**src/rtl/int_pkg.sv**
```systemverilog
// rtl/int_pkg.sv - shared types and step constants for the interrupt sequencer
//
// Contents:
//   src_t   : interrupt source (RESET, NMI, IRQ, BRK), encoded 0..3
//   state_t : sequencer state (IDLE, SEQ)
//   STEP_*  : step numbers of the 7-step interrupt sequence
package int_pkg;

  typedef enum logic [1:0] {
    RESET = 2'd0,
    NMI   = 2'd1,
    IRQ   = 2'd2,
    BRK   = 2'd3
  } src_t;

  typedef enum logic {
    IDLE = 1'b0,
    SEQ  = 1'b1
  } state_t;

  localparam logic [2:0] STEP_PCH = 3'd2;
  localparam logic [2:0] STEP_PCL = 3'd3;
  localparam logic [2:0] STEP_P   = 3'd4;
  localparam logic [2:0] STEP_VLO = 3'd5;
  localparam logic [2:0] STEP_VHI = 3'd6;

endpackage

```
**src/rtl/pin_sync.sv**
```systemverilog
// rtl/pin_sync.sv - multi-flop synchroniser for an asynchronous active-low pin
//
// Ports:
//   clk  : system clock
//   nrst : asynchronous active-low reset; every stage resets to 1 (pin inactive)
//   d    : asynchronous pin input
//   q    : synchronised output, SYNC_STAGES cycles behind d
module pin_sync #(
  parameter int SYNC_STAGES = 2
) (
  input  logic clk,
  input  logic nrst,
  input  logic d,
  output logic q
);

  logic [SYNC_STAGES-1:0] chain;

  always_ff @(posedge clk or negedge nrst) begin
    if (!nrst) begin
      chain <= '1;
    end else begin
      chain <= {chain[SYNC_STAGES-2:0], d};
    end
  end

  assign q = chain[SYNC_STAGES-1];

endmodule

```
**src/rtl/interrupt_sequencer.sv**
```systemverilog
// rtl/interrupt_sequencer.sv - RESET/NMI/IRQ/BRK arbitration and 7-step interrupt sequence
//
// Optional feature: define NMI_HIJACK_EN to let an NMI edge taken during an
// IRQ/BRK sequence (up to the P push) redirect the vector fetch to NMI.
//
// Ports:
//   clk, nrst      : clock, asynchronous active-low reset
//   nmi_n, irq_n   : asynchronous interrupt pins (NMI falling-edge, IRQ level)
//   psr_i          : I flag from the status register
//   instr_boundary : control unit at opcode-fetch decision cycle
//   brk_decoded    : current opcode is BRK (qualified by instr_boundary)
//   php_push       : control unit pushing P for PHP
//   step_en        : advance the sequence one step
//   int_active     : sequence in progress
//   seq_step       : current step 0..6
//   src            : 0=RESET 1=NMI 2=IRQ 3=BRK
//   vec_addr       : vector address, +1 during step 6
//   push_en        : stack write strobe during steps 2..4 (not for RESET)
//   break_set      : B bit high on pushed P (combinational)
//   set_i          : one-cycle I-set pulse leaving step 5
//   seq_done       : one-cycle pulse at end of step 6
module interrupt_sequencer
  import int_pkg::*;
#(
  parameter int          SYNC_STAGES = 2,
  parameter logic [15:0] NMI_VEC     = 16'hFFFA,
  parameter logic [15:0] RST_VEC     = 16'hFFFC,
  parameter logic [15:0] IRQ_VEC     = 16'hFFFE
) (
  input  logic        clk,
  input  logic        nrst,
  input  logic        nmi_n,
  input  logic        irq_n,
  input  logic        psr_i,
  input  logic        instr_boundary,
  input  logic        brk_decoded,
  input  logic        php_push,
  input  logic        step_en,
  output logic        int_active,
  output logic [2:0]  seq_step,
  output logic [1:0]  src,
  output logic [15:0] vec_addr,
  output logic        push_en,
  output logic        break_set,
  output logic        set_i,
  output logic        seq_done
);

  logic   nmi_s;
  logic   irq_s;
  logic   nmi_prev_q;
  logic   nmi_edge;
  logic   nmi_pending_q;
  logic   nmi_clear;
  logic   irq_req;
  logic   brk_flag;

  state_t     state_q, state_d;
  src_t       src_q, src_d;
  logic [2:0] step_q, step_d;

  pin_sync #(.SYNC_STAGES(SYNC_STAGES)) u_nmi_sync (
    .clk  (clk),
    .nrst (nrst),
    .d    (nmi_n),
    .q    (nmi_s)
  );

  pin_sync #(.SYNC_STAGES(SYNC_STAGES)) u_irq_sync (
    .clk  (clk),
    .nrst (nrst),
    .d    (irq_n),
    .q    (irq_s)
  );

  assign nmi_edge = nmi_prev_q & ~nmi_s;
  assign irq_req  = ~irq_s & ~psr_i;

  // NMI is consumed when leaving the vector-low step; a fresh edge in the
  // same cycle takes priority so it is not lost.
  assign nmi_clear = (state_q == SEQ) && (step_q == STEP_VLO) && step_en && (src_q == NMI);

  always_ff @(posedge clk or negedge nrst) begin
    if (!nrst) begin
      nmi_prev_q    <= 1'b1;
      nmi_pending_q <= 1'b0;
    end else begin
      nmi_prev_q    <= nmi_s;
      nmi_pending_q <= nmi_edge | (nmi_pending_q & ~nmi_clear);
    end
  end

  always_ff @(posedge clk or negedge nrst) begin
    if (!nrst) begin
      state_q <= SEQ;
      src_q   <= RESET;
      step_q  <= 3'd0;
    end else begin
      state_q <= state_d;
      src_q   <= src_d;
      step_q  <= step_d;
    end
  end

`ifdef NMI_HIJACK_EN
  // Remembers that the sequence started as BRK so the pushed P keeps B=1
  // even after an NMI has redirected the source.
  logic orig_brk_q;

  always_ff @(posedge clk or negedge nrst) begin
    if (!nrst) begin
      orig_brk_q <= 1'b0;
    end else if (state_q == IDLE && state_d == SEQ) begin
      orig_brk_q <= (src_d == BRK);
    end
  end

  assign brk_flag = orig_brk_q;
`else
  assign brk_flag = (src_q == BRK);
`endif

  always_comb begin
    state_d  = state_q;
    src_d    = src_q;
    step_d   = step_q;
    seq_done = 1'b0;
    set_i    = 1'b0;

    case (state_q)
      IDLE: begin
        if (instr_boundary) begin
          if (nmi_pending_q) begin
            src_d   = NMI;
            step_d  = 3'd0;
            state_d = SEQ;
          end else if (irq_req) begin
            src_d   = IRQ;
            step_d  = 3'd0;
            state_d = SEQ;
          end else if (brk_decoded) begin
            src_d   = BRK;
            step_d  = 3'd0;
            state_d = SEQ;
          end
        end
      end

      SEQ: begin
`ifdef NMI_HIJACK_EN
        if (nmi_edge && (src_q == IRQ || src_q == BRK) && step_q <= STEP_P) begin
          src_d = NMI;
        end
`endif
        if (step_en) begin
          if (step_q == STEP_VHI) begin
            seq_done = 1'b1;
            step_d   = 3'd0;
            state_d  = IDLE;
          end else begin
            step_d = step_q + 3'd1;
          end
          if (step_q == STEP_VLO) begin
            set_i = 1'b1;
          end
        end
      end

      default: begin
        state_d = IDLE;
      end
    endcase
  end

  always_comb begin
    case (src_q)
      RESET:   vec_addr = RST_VEC;
      NMI:     vec_addr = NMI_VEC;
      default: vec_addr = IRQ_VEC;
    endcase
    if (step_q == STEP_VHI) begin
      vec_addr = vec_addr + 16'd1;
    end
  end

  assign int_active = (state_q == SEQ);
  assign seq_step   = step_q;
  assign src        = src_q;
  assign push_en    = (state_q == SEQ) && (step_q >= STEP_PCH) && (step_q <= STEP_P) && (src_q != RESET);
  assign break_set  = php_push | ((state_q == SEQ) && (step_q == STEP_P) && brk_flag);

endmodule
```
**config.mk**
```make
export PLATFORM = sky130hd
export DESIGN_NAME = interrupt_sequencer
export DESIGN_NICKNAME = d
export VERILOG_FILES = /design/src/rtl/int_pkg.sv /design/src/rtl/pin_sync.sv /design/src/rtl/interrupt_sequencer.sv
export SDC_FILE = /design/constraint.sdc
export NUM_CORES = 1
export LEC_CHECK = 0
export ABC_AREA = 1
export CORE_MARGIN = 2
export CORE_UTILIZATION = 45
export CTS_CLUSTER_SIZE = 40
export DETAILED_ROUTE_END_ITERATION = 16
export DONT_BUFFER_PORTS = 1
export SLEW_MARGIN = 20
export SYNTH_ARGS = -nofsm -noshare
export SYNTH_HDL_FRONTEND = slang
export SYNTH_SLANG_ARGS = --single-unit
```
**constraint.sdc**
```tcl
create_clock -name clk -period 1 [get_ports clk]
set_input_delay 0.2 -clock clk [delete_from_list [all_inputs] [get_ports clk]]
set_output_delay 0.2 -clock clk [all_outputs]
set_load 0.005 [all_outputs]
```
==> flow_metrics.py, run 1 <==
metrics = {
    "logic_synthesis": {
        "synth_xor_area_frac": 0.01270,
        "synth_cells": 83,
        "synth_area_leaders": "dfstp_2 23%, dfrtp_1 22%, buf_4 14%, nand2_1 9.8%, inv_1 6.0%",
        "synth_top_family_by_area": "simple AND/OR/NAND/NOR gates",
        "ys_seq_area_frac": 0.4465,
        "netlist_area_sq_um": 689.4,
        "avgSynthCellArea_sq_um": 8.306,
        "synth_mux_area_frac": 0,
        "yosysTopAreaCell": "dfstp_2",
        "synthSimpleGateAreaFrac": 0.2486,
        "synth_compound_area_frac": 0.06352,
        "synth_adder_area_share": 0,
        "ys_ff_latch": 12,
        "yosys_warnings": 0,
        "synth_cell_types": 23,
        "synth_top_area_frac": 0.2287,
    },
    "timing": {
        "min_period_over_period": 1.341,
        "rsz0062_at_grt": "yes",
        "period_needed_ps": 1341,
        "fmax_mhz": 745.6,
        "fin_skew_ps": 2.677,
        "timing.hold.ws_ps": 89.23,
        "tightestPinTransition_ps": 517.2,
        "slew_viol_final": 0,
        "timing.slew.headroom": 0.6540,
        "setup_ws_ps": -341.1,
        "setup_violations": 20,
        "hold_violations": 0,
    },
    "grt": {
        "grt_pass1_wl_microns": 2518,
        "grt_pass1_vias": 603,
        "grt.overflow.total": 0,
        "grt.total_usage": 0.1907,
        "grt_max_degree": 13,
        "antenna_found_initial": 0,
    },
    "setup_path": {
        "slowest_delay_ps": 600,
        "r2r-end": "nmi_pending_q",
        "rrSetupSlack_ps": -210,
        "cp-start-kind": "register",
        "critPathArrivalTime_ps": 1140,
        "cp-end-kind": "output pin",
        "rr_worst_depth": 6,
        "cp_max_fo": 5,
        "r2r_start": "int_active",
        "cp.required_ps": 800,
        "worstPathCellList": "nand3_2 -> o21bai_1",
        "cpMaxStageDelayCell": "dfstp_2",
        "timing_worst_setup_path_type": "reg -> out",
    },
    "layout": {
        "n_antenna_cell": 0,
        "fin_util": 0.7151,
        "syn2layout_area_growth_pct": 52.63,
        "nets": 126,
        "multi_input_area_sq_um": 355.3,
        "final_cells": 132,
        "seq_area_sq_um": 309.0,
        "fillers": 103,
        "drive_above_1_share": 0.5345,
    },
    "clock_network": {
        "cts_inserted_buffers": 3,
        "cts_num_sinks": 12,
        "cts.path.max_buffers": 2,
        "cts_tree": "yes",
        "clk_latency_ps": 270,
        "clockRootBuffer": "clkbuf_4",
        "h-tree-depth": 1,
        "cts.clk_slew.worst_paths_ps": 80,
    },
    "min_path": {
        "min_to": "seq_step[0]",
        "holdPathStages": 2,
        "hold_path_class": "in -> reg",
        "hold_start": "step_en",
    },
    "route": {
        "drc_errors": 0,
        "ant_nets": 0,
        "first_iter_violations": 3,
        "viasPerCell": 4.659,
        "wl_per_cell_microns": 11.81,
        "wl_microns": 1559,
        "first_pass_iters": 4,
        "vias": 615,
    },
    "power": {
        "ir_worst_vdd_uv": 1169,
        "p_leak_uw": 0.0005277,
        "p_per_area_nw_per_um2": 2624,
        "finalPower_uw": 2761,
    },
    "floorplan": {
        "fp.dieH_microns": 43.14,
        "row_count": 14,
        "start_util": 0.4685,
        "dieWidth_microns": 43.14,
        "core_area_sq_um": 1471,
        "die-area_sq_um": 1861,
        "pin_count": 35,
    },
    "status": {
        "violations": "negative setup slack",
        "status": "finished with violations",
    },
    "placed_design": {
        "hpwl_microns": 912,
        "portBuffers": 0,
        "place_congestion": 0.6877,
        "dpl.cell_count": 110,
    },
    "job": {
        "drv_cap": 0,
    },
}
==> Yosys cell counts, drive strengths merged <==
master / instances
a21oi: 2
buf: 14
conb: 1
dfrtp: 6
dfstp: 6
inv: 12
nand2: 20
nand3: 6
nand4: 1
nor2: 7
nor3: 1
o211ai: 1
o21ai: 3
o21bai: 1
or2: 1
xnor2: 1
==> worst max path at each step <==
stage | start | end | slack (ps)
finish | int_active | break_set | -340
CTS | int_active | break_set | -320
floorplan | int_active | nmi_pending_q | -90
global route | int_active | break_set | -390
global placement | int_active | nmi_pending_q | -130
detailed placement | int_active | nmi_pending_q | -140
==> worst max-delay path: cells and delay by family (launching register included) <==
family          cells  cell delay [ps]
flops               1              600
compound gates      1              190
simple gates        1               80
==> cells by family (layout without fill, tap and decap cells) <==
family,count (synthesis),count (layout)
AO/OA/AOI/OAI,7,7
XOR/XNOR,1,1
buffers and inverters,26,46
flip-flops,12,12
other,1,13
AND/OR/NAND/NOR,36,37
==> layout make-up <==
class | count | share of cell area
multi-input combinational | 58 | 0.3377
sequential | 12 | 0.2937
timing repair buffer | 30 | 0.2699
inverter | 12 | 0.04518
clock buffer | 4 | 0.03448
tap | 16 | 0.01902
==> stage by stage <==
stage                     instance area [sq um]  setup slack, ps  setup TNS, ps
after floorplan                           752.0           -85.27         -379.9
after global placement                    760.7           -130.6         -531.2
after detailed placement                  760.7           -141.6         -631.1
after CTS                                 984.7           -323.7          -3214
after global routing                       1052           -393.2          -4779
final                                      1052           -341.1          -3642
==> where the power goes <==
group          switching (uW)  leakage [uW]  internal, uW
combinational             759      0.000373           888
sequential                112      0.000134           622
clock                     159     0.0000210           221
==> layer usage <==
metal  up-vias  global-route usage  wire length, microns  share of wire
met5         -                   0                     0              0
met4         0              0.1273                    15         0.0096
met3         2             0.04255                    96          0.062
met2        25              0.3433                   870           0.56
met1       288              0.1903                   577           0.37
li1        300                   -                     -              -
==> layout by cell type, fill, tap and decap left out, drive strengths merged, types with 2 or more instances in the layout <==
cell | netlist | final
a21oi | 2 | 2
buf | 14 | 26
clkbuf | 0 | 4
conb | 1 | 13
dfrtp | 6 | 6
dfstp | 6 | 6
dlygate4sd3 | 0 | 4
inv | 12 | 12
nand2 | 20 | 21
nand3 | 6 | 6
nor2 | 7 | 7
o21ai | 3 | 3
==> registers in the layout, summed over array words and instances (netlist names) <==
name / count
nmi_pending_q: 1
seq_step: 3
u_irq_sync.chain: 2
nmi_prev_q: 1
u_nmi_sync.chain: 2
src: 2
int_active: 1
==> what timing repair did <==
| item | CTS | global route |
|---|---|---|
| buffers inserted | 10 | 4 |
| cloned | 1 | 0 |
| hold endpoints to repair | 15 | 0 |
| gates resized for setup | 21 | 13 |
| pin swaps | 4 | 8 |
| setup endpoints to repair | 20 | 20 |
| hold buffers | 4 | 0 |
No activity file was read; power rests on OpenSTA's default activity.
==> run 2: changes to the inputs <==
CAP_MARGIN = 30   (was unset)
CORE_UTILIZATION = 38   (was 45)
==> run 2 against run 1 <==
The run still ends with negative setup slack left. Combinational power down 11%. Via count shrank 3.1%. Sequential cell count unchanged. Power is 5.1% lower.
==> flow_metrics.py, run 2 (same netlist as run 1, synthesis figures left out) <==
metrics = {
    "power": {
        "p_leak_uw": 0.0005130,
        "comb_power_share": 0.560,
        "p_switching_uw": 1017,
        "p_per_area_nw_per_um2": 2532,
        "ir_worst_vdd_uv": 1261,
        "clkPwrFrac": 0.146,
        "seq_power_share": 0.294,
        "swShare": 0.3882,
        "p_int_uw": 1603,
    },
    "job": {
        "drv_cap": 0,
    },
    "route": {
        "viasPerCell": 4.350,
        "wl_microns": 1573,
        "ant_nets": 0,
        "drc_errors": 0,
        "vias": 596,
        "wl_per_cell_microns": 11.48,
        "first_pass_iters": 3,
        "first_iter_violations": 5,
    },
    "grt": {
        "antenna_found_initial": 0,
        "grt.total_usage": 0.1373,
        "grt_pass1_vias": 512,
        "grt.overflow.total": 0,
        "grt_max_degree": 13,
        "grt_pass1_wl_microns": 2056,
    },
    "timing": {
        "fmax_mhz": 748.4,
        "setup_ws_ps": -336.1,
        "period_needed_ps": 1336,
        "tightestPinTransition_ps": 549.2,
        "timing.slew.headroom": 0.6327,
        "setup_violations": 20,
        "slew_viol_final": 0,
        "min_period_over_period": 1.336,
        "timing.hold.ws_ps": 78.81,
        "hold_violations": 0,
        "rsz0062_at_grt": "yes",
        "fin_skew_ps": 4.912,
    },
    "clock_network": {
        "clk_latency_ps": 270,
        "cts.path.max_buffers": 2,
        "cts_num_sinks": 12,
        "cts.clk_slew.worst_paths_ps": 80,
        "clockRootBuffer": "clkbuf_4",
        "h-tree-depth": 1,
        "cts_tree": "yes",
        "cts_inserted_buffers": 3,
    },
    "layout": {
        "drive_above_1_share": 0.5357,
        "fin_util": 0.6059,
        "n_antenna_cell": 0,
        "nets": 122,
        "largest_reg_flops": 3,
        "syn2layout_area_growth_pct": 50.09,
        "mostFrequentLayoutCell": "conb_1",
        "final_cells": 137,
        "mostFrequentLayoutCells": "13 x conb_1, 12 x nand2_1, 12 x buf_6, 10 x buf_4",
    },
    "setup_path": {
        "cp_max_fo": 6,
        "cp.required_ps": 800,
        "cp-start-kind": "register",
        "timing_worst_setup_path_type": "reg -> out",
        "cp-end-kind": "output pin",
        "critPathArrivalTime_ps": 1140,
    },
    "floorplan": {
        "start_util": 0.4037,
        "die-area_sq_um": 2171,
        "fp.dieH_microns": 46.60,
        "pin_count": 35,
        "core_area_sq_um": 1708,
        "dieWidth_microns": 46.60,
        "row_count": 15,
    },
    "min_path": {
        "hold_path_class": "in -> reg",
    },
    "placed_design": {
        "place_congestion": 0.7267,
        "portBuffers": 0,
        "preCtsSetupSlack_ps": -136.3,
        "dpl.cell_count": 120,
        "hpwl_microns": 973.9,
    },
    "status": {
        "violations": "negative setup slack",
        "status": "finished with violations",
    },
}
## run 2: layer usage
metal	vias to the layer above	track usage	part of all wire
li1	289	-	-
met1	282	0.1574	0.37
met2	23	0.2500	0.57
met3	2	0.02353	0.053
met4	0	0.05143	0.0076
met5	-	0	0
## run 2: stage by stage
stage	power, uW	area [sq um]	setup TNS (ps)
2_1_floorplan	1338	752.0	-379.9
3_3_place_gp	1654	779.5	-855.6
3_5_place_dp	1679	779.5	-870.7
4_1_cts	2393	947.2	-3583
5_1_grt	2806	1035	-4122
6_report	2620	1035	-3320
## run 2: critical path, stage by stage (launching register included)
cell,delay [ps]
dfstp_2,620
nand2_4,110
nor3_4,130
## run 2: timing repair
item	CTS	global route
setup buffers	5	4
gates resized for setup	15	23
setup endpoints to repair	20	20
hold buffers	4	0
pin swaps	5	12
hold endpoints to repair	15	0
gates cloned	0	1
## run 2: area by class of cell
type | count | area [sq um]
fill | 139 | 673.1
multi-input combinational | 58 | 356.6
sequential | 12 | 310.3
timing repair buffer | 26 | 250.2
inverter | 12 | 50.05
clock buffer | 4 | 36.28
tap | 25 | 31.28
## run 2: power groups by stage
stage | combinational, uW | sequential [uW] | clock [uW]
3_3_place_gp | 920 | 735 | 0
6_report | 1470 | 769 | 383
5_1_grt | 1610 | 788 | 407
4_1_cts | 1260 | 742 | 393
3_5_place_dp | 935 | 744 | 0
2_1_floorplan | 566 | 772 | 0
## run 2: final timing paths
check / cells past startpoint / start / slack, ps / to
min reg2reg: 0 / u_irq_sync.chain[0] / 360 / u_irq_sync.chain[1]
max reg2reg: 6 / int_active / -230 / seq_step[1]
max: 2 / int_active / -340 / set_i
min in group asynchronous: 1 / nrst / 350 / seq_step[2]
max in group asynchronous: 1 / nrst / 250 / seq_step[1]
min: 2 / step_en / 80 / seq_step[0]
